===== src/rtl/uart_pkg.sv =====
// Shared UART types: feeder FSM encoding, byte type and timing constants.
// ST_GAP exists only when UART_TX_FEEDER_GAP_EN is defined.
package uart_pkg;

  typedef logic [7:0] byte_t;

  localparam int WAIT_HI_TIMEOUT = 8;
  localparam int TMO_W = $clog2(WAIT_HI_TIMEOUT);

  typedef enum logic [2:0] {
    ST_IDLE,
    ST_START,
    ST_WAIT_HI,
`ifdef UART_TX_FEEDER_GAP_EN
    ST_WAIT_LO,
    ST_GAP
`else
    ST_WAIT_LO
`endif
  } state_t;

endpackage


===== src/rtl/uart_sync_fifo.sv =====
// Synchronous byte FIFO with combinational head; shared by TX and RX paths.
// Full is judged before any same-cycle pop, so a write while full is dropped.
module uart_sync_fifo
  import uart_pkg::*;
#(
  parameter int DEPTH = 16,
  parameter int AW    = $clog2(DEPTH)
) (
  input  logic          clk,
  input  logic          rst,
  input  logic          wr_en,
  input  byte_t         wr_data,
  input  logic          rd_en,
  output byte_t         rd_data,
  output logic          full,
  output logic          empty,
  output logic [AW:0]   level
);

  localparam logic [AW:0] FULL_LVL = (AW+1)'(DEPTH);

  byte_t         mem_q [DEPTH];
  logic [AW-1:0] wptr_q, wptr_d;
  logic [AW-1:0] rptr_q, rptr_d;
  logic [AW:0]   cnt_q, cnt_d;
  logic          wr_ok, rd_ok;

  assign full    = (cnt_q == FULL_LVL);
  assign empty   = (cnt_q == '0);
  assign level   = cnt_q;
  assign rd_data = mem_q[rptr_q];

  assign wr_ok = wr_en && !full;
  assign rd_ok = rd_en && !empty;

  always_comb begin
    wptr_d = wptr_q;
    rptr_d = rptr_q;
    cnt_d  = cnt_q;
    if (wr_ok) wptr_d = wptr_q + 1'b1;
    if (rd_ok) rptr_d = rptr_q + 1'b1;
    unique case ({wr_ok, rd_ok})
      2'b10:   cnt_d = cnt_q + 1'b1;
      2'b01:   cnt_d = cnt_q - 1'b1;
      default: cnt_d = cnt_q;
    endcase
  end

  always_ff @(posedge clk) begin
    if (wr_ok) mem_q[wptr_q] <= wr_data;
  end

  always_ff @(posedge clk or posedge rst) begin
    if (rst) begin
      wptr_q <= '0;
      rptr_q <= '0;
      cnt_q  <= '0;
    end else begin
      wptr_q <= wptr_d;
      rptr_q <= rptr_d;
      cnt_q  <= cnt_d;
    end
  end

endmodule


===== src/rtl/uart_tx_feeder.sv =====
// Buffers application bytes and hands them one by one to the UART transmitter.
// Define UART_TX_FEEDER_GAP_EN to add gap_cycles and an inter-byte GAP state.
module uart_tx_feeder
  import uart_pkg::*;
#(
  parameter int DEPTH = 16,
  parameter int AW    = $clog2(DEPTH)
) (
  input  logic          clk,
  input  logic          rst,
`ifdef UART_TX_FEEDER_GAP_EN
  input  logic [15:0]   gap_cycles,
`endif
  input  logic          wr_en,
  input  byte_t         wr_data,
  output logic          full,
  output logic          empty,
  output logic [AW:0]   level,
  output logic          overflow,
  input  logic          ovf_clr,
  output byte_t         tx_data,
  output logic          tx_start,
  input  logic          tx_busy,
  output logic          idle
);

  state_t             state_q;
  byte_t              tx_data_q;
  logic               tx_start_q;
  logic [TMO_W-1:0]   tmo_q;
  logic               ovf_q, ovf_d;
  logic               fifo_full, fifo_empty, rd_en;
  byte_t              head;
`ifdef UART_TX_FEEDER_GAP_EN
  logic [15:0]        gap_q;
`endif

  uart_sync_fifo #(
    .DEPTH (DEPTH),
    .AW    (AW)
  ) u_fifo (
    .clk     (clk),
    .rst     (rst),
    .wr_en   (wr_en),
    .wr_data (wr_data),
    .rd_en   (rd_en),
    .rd_data (head),
    .full    (fifo_full),
    .empty   (fifo_empty),
    .level   (level)
  );

  assign full     = fifo_full;
  assign empty    = fifo_empty;
  assign overflow = ovf_q;
  assign tx_data  = tx_data_q;
  assign tx_start = tx_start_q;
  assign rd_en    = (state_q == ST_IDLE) && !fifo_empty;
  assign idle     = (state_q == ST_IDLE) && fifo_empty;

  // A new overflow event outranks a clear arriving in the same cycle.
  always_comb begin
    ovf_d = ovf_q;
    if (wr_en && fifo_full) ovf_d = 1'b1;
    else if (ovf_clr)       ovf_d = 1'b0;
  end

  always_ff @(posedge clk or posedge rst) begin
    if (rst) begin
      ovf_q <= 1'b0;
    end else begin
      ovf_q <= ovf_d;
    end
  end

  always_ff @(posedge clk or posedge rst) begin
    if (rst) begin
      state_q    <= ST_IDLE;
      tx_data_q  <= '0;
      tx_start_q <= 1'b0;
      tmo_q      <= '0;
`ifdef UART_TX_FEEDER_GAP_EN
      gap_q      <= '0;
`endif
    end else begin
      tx_start_q <= 1'b0;
      unique case (state_q)
        ST_IDLE: begin
          if (!fifo_empty) begin
            tx_data_q  <= head;
            tx_start_q <= 1'b1;
            state_q    <= ST_START;
          end
        end
        ST_START: begin
          tmo_q   <= '0;
          state_q <= ST_WAIT_HI;
        end
        ST_WAIT_HI: begin
          if (tx_busy) begin
            state_q <= ST_WAIT_LO;
          end else if (tmo_q == TMO_W'(WAIT_HI_TIMEOUT - 1)) begin
            state_q <= ST_IDLE;
          end else begin
            tmo_q <= tmo_q + 1'b1;
          end
        end
        ST_WAIT_LO: begin
          if (!tx_busy) begin
`ifdef UART_TX_FEEDER_GAP_EN
            gap_q   <= gap_cycles;
            state_q <= ST_GAP;
`else
            state_q <= ST_IDLE;
`endif
          end
        end
`ifdef UART_TX_FEEDER_GAP_EN
        ST_GAP: begin
          if (gap_q <= 16'd1) begin
            state_q <= ST_IDLE;
          end else begin
            gap_q <= gap_q - 1'b1;
          end
        end
`endif
        default: state_q <= ST_IDLE;
      endcase
    end
  end

endmodule


===== config.mk =====
export PLATFORM = sky130hd
export DESIGN_NAME = uart_tx_feeder
export DESIGN_NICKNAME = d
export VERILOG_FILES = /design/src/rtl/uart_pkg.sv /design/src/rtl/uart_sync_fifo.sv /design/src/rtl/uart_tx_feeder.sv
export SDC_FILE = /design/constraint.sdc
export NUM_CORES = 1
export LEC_CHECK = 0
export BUFFER_PORTS_ARGS = -buffer_cell sky130_fd_sc_hd__buf_2
export CAP_MARGIN = 10
export CORE_MARGIN = 4
export CORE_UTILIZATION = 45
export CTS_BUF_LIST = sky130_fd_sc_hd__clkbuf_4 sky130_fd_sc_hd__clkbuf_8
export CTS_CLUSTER_SIZE = 40
export DETAILED_ROUTE_END_ITERATION = 16
export PLACE_DENSITY = 0.63
export SYNTH_ARGS = -nofsm -noshare
export SYNTH_HDL_FRONTEND = slang
export SYNTH_SLANG_ARGS = --single-unit
export TNS_END_PERCENT = 20

===== constraint.sdc =====
create_clock -name clk -period 2.9 [get_ports clk]
set_input_delay 0.145 -clock clk [delete_from_list [all_inputs] [get_ports clk]]
set_output_delay 0.145 -clock clk [all_outputs]
set_load 0.01 [all_outputs]

==> impl_results.md <==
- Status: finished, final reports clean
- WP depth: 10
- Clock Sink Count: 156
- Most common cell after layout, fill and taps aside: edfxtp_1
- Worst Max-Slew Pin Slew: 0.512 ns
- Final GP Congestion: approximately 0.76
- Starting Density: 0.459
- Area growth syn-to-layout: 13.7%
- Clk_skew: about 0.013 ns
- Drt via density: about 5.4
- Die Wd: approximately 130 um
- Async SR Flop Fraction: 0.179
- Startpoint class of the critical path: register
- Setup TNS: 0 ns
- Hold Buf Count CTS: 4
- Final period utilization: 0.927
- Synth Flop Type: edfxtp_1
- Sequential share of power: 0.461
- WL final: between 10 and 15 mm
- Slew HR: 0.658
- Final Max Slew Viols: 0
- Hold_ws: roughly 0.08 ns
- GRT Util Overall: 0.163
- CTS root buf: clkbuf_8
- Critical Path AT: just over 3 ns
- CP Buf/Inv Count: 1
- CTS buffer count: 17
- Worst setup EP type: register
- Total net switching power: about 2200 uW
- Die Area: between 15000 and 20000 um2
- Avg Inst Size Synth: around 19 um2
- Worst hold path type: input pin to register
- Synthesized flop and latch total: around 160
- Highest metal used: met4
- Vias in the first global route: approximately 3500
- Final setup vio count: 0
- FF-to-FF path depth: 10
- Synthesized netlist cell count: 344
- Largest net degree at the start of global routing: 34
- Placed Cells: 557
- DR iter-0 viols: around 260
- Unrepaired setup endpoints after global routing: false
- DRT Pass-1 Iters: 4
- Crit-path most repeated cell: ha_1
- First-pass GRT wire length: between 15 and 20 mm
- Switch share: 0.324
- Finished Core Util: 0.522
- Antenna viol nets, final: 0
- Leakage: 0.00261 uW
- H-tree depth: 4
- Critical path class: register to register
- Non-filler instance count after layout: 594
- Post-CTS setup buffers: 0
- Synth Net Count: roughly 370
- Critical path's largest stage delay: about 0.49 ns
- Layout Nets: between 400 and 500
- Core ar.: between 10000 and 15000 um2
- Gates resized, CTS repair: 0
- Met2 Wirelength: 6.15 mm
- Peak fanout along the critical path: 12
- Req. time, crit path: around 3.2 ns
- Min-Delay Path Depth: 1
- Number of antenna cells inserted: 0
- WL/cell: a little over 20 um
- Sequential share of the synthesized area: 0.714
- Crit path cell chain: nor4_4 > a211o_4 > inv_4 > ha_1 > xor2_1 > ha_1 > and3b_1 > o21ai_0 > a31oi_1 > xnor2_1
- CTS tree: yes
- Final hold vios: 0
- Initial antenna violation count: 0
- # rows: 43
- I/O Buffers: 30
- Netlist cell types: 43
- Pwr/cell area: 918 nW/um2
- Fillers: around 1100
- Pwr Total: between 6000 and 7000 uW
- Share of power burned in the clock network: 0.241
- CTS clk-pin slew, worst paths: roughly 0.090 ns
- Minimum clock period: about 2.7 ns
- Grt ovf: 0
- Wl on met1: approximately 5.2 mm
- Most frequent cells in the layout: edfxtp_1, mux4_2, buf_2
- Comb pwr share: 0.298
- Longest Clk Path Bufs: 2
- Share of layout cells above drive strength 1: 0.307
- Post-synth EDFFs: 128
- I/O Pins: 31
- Post-DP HPWL: 7.80 mm
- F_max: 372 MHz
- Top Family by Delay on Critical Path: simple AND/OR/NAND/NOR gates
- Via count: between 3000 and 4000
- Worst skew pair latency: 0.45 ns
- P_int: around 4500 uW
- Detail Route met3 WL: 568 um
- Synth warnings: 0
- CP max-delay cell: dfrtp_1
- Drt drc: 0
- Area of the mapped netlist: ~6400 um2
- Die Height: 127 um
- Maxcap violations: 0
- Max VDD drop: approximately 520 uV
worst paths after layout:
path                                       from                  to  slack, ns
worst max-delay path            u_fifo.level[1]     u_fifo.level[4]       0.21
worst min-delay path                 wr_data[4]  u_fifo.mem_q[5][4]       0.08
worst max register to register  u_fifo.level[1]     u_fifo.level[4]       0.21
worst min register to register       tx_data[3]          tx_data[3]       0.51
max in group asynchronous                   rst    u_fifo.rptr_q[1]       2.23
min in group asynchronous                   rst     u_fifo.level[3]       0.22
state kept, by name, summed over array words and instances (netlist names):
signal / cells
overflow: 1
tmo_q: 3
tx_data: 8
u_fifo.wptr_q: 4
u_fifo.rptr_q: 4
tx_start: 1
state_q: 2
u_fifo.level: 5
u_fifo.mem_q: 128
Yosys cell counts (all sizes together), types with 5 or more instances:
master,number,area [um2]
nor2,17,63.8
buf,14,108
xnor2,8,70.1
mux2i,17,170
ha,10,125
mux4,32,721
inv,7,28.8
edfxtp,128,3840
o21ai,6,30.0
nand2,24,92.6
o221ai,8,82.6
dfrtp,28,701
nor3,5,25.0
metal layers:
layer,GRT usage,vias up
met5,0,-
met2,0.268,70
li1,-,1456
met3,0.0484,17
met4,0.0536,0
met1,0.210,1666
power groups by stage:
stage | Sequential, uW | Clock (uW) | Combinational [uW]
2_1_floorplan | 3020 | 0 | 1530
3_3_place_gp | 3090 | 0 | 1960
3_5_place_dp | 3110 | 0 | 2010
4_1_cts | 3060 | 1650 | 2020
5_1_grt | 3100 | 1750 | 2190
6_report | 3060 | 1600 | 1980
kinds of logic (layout without fill, tap and decap cells):
group | count (synthesis) | in the layout | synth area share
AND/OR/NAND/NOR | 63 | 63 | 0.0497
adder cells (fa/ha/maj) | 10 | 10 | 0.0197
AO/OA/AOI/OAI | 28 | 28 | 0.0348
buffers and inverters | 25 | 95 | 0.0238
multiplexers | 50 | 50 | 0.142
flip-flops | 156 | 156 | 0.714
XOR/XNOR | 12 | 12 | 0.0165
worst register-to-register path, stage by stage, from the launching register on:
cell	delay [ns]
dfrtp_1	0.49
nor4_4	0.42
a211o_4	0.29
inv_4	0.09
ha_1	0.31
xor2_1	0.18
ha_1	0.22
and3b_1	0.17
o21ai_0	0.15
a31oi_1	0.12
xnor2_1	0.13
metrics by stage:
step	setup WS [ns]	area [um2]
6_report	0.212	7240
5_1_grt	0.0517	7240
4_1_cts	0.199	7210
3_5_place_dp	0.212	6780
3_3_place_gp	0.293	6780
2_1_floorplan	0.392	6370
layout make-up:
class                   instances  area [um2]  share of cell area
multi-input cells             163        1670               0.231
clock inverters                15         161              0.0223
inverters                       7        28.8             0.00397
clock buffers                  17         234              0.0323
well taps                     180         225              0.0311
repair buffers                 56         375              0.0518
flip-flops and latches        156        4550               0.628
No activity file was read; power rests on OpenSTA's default activity.
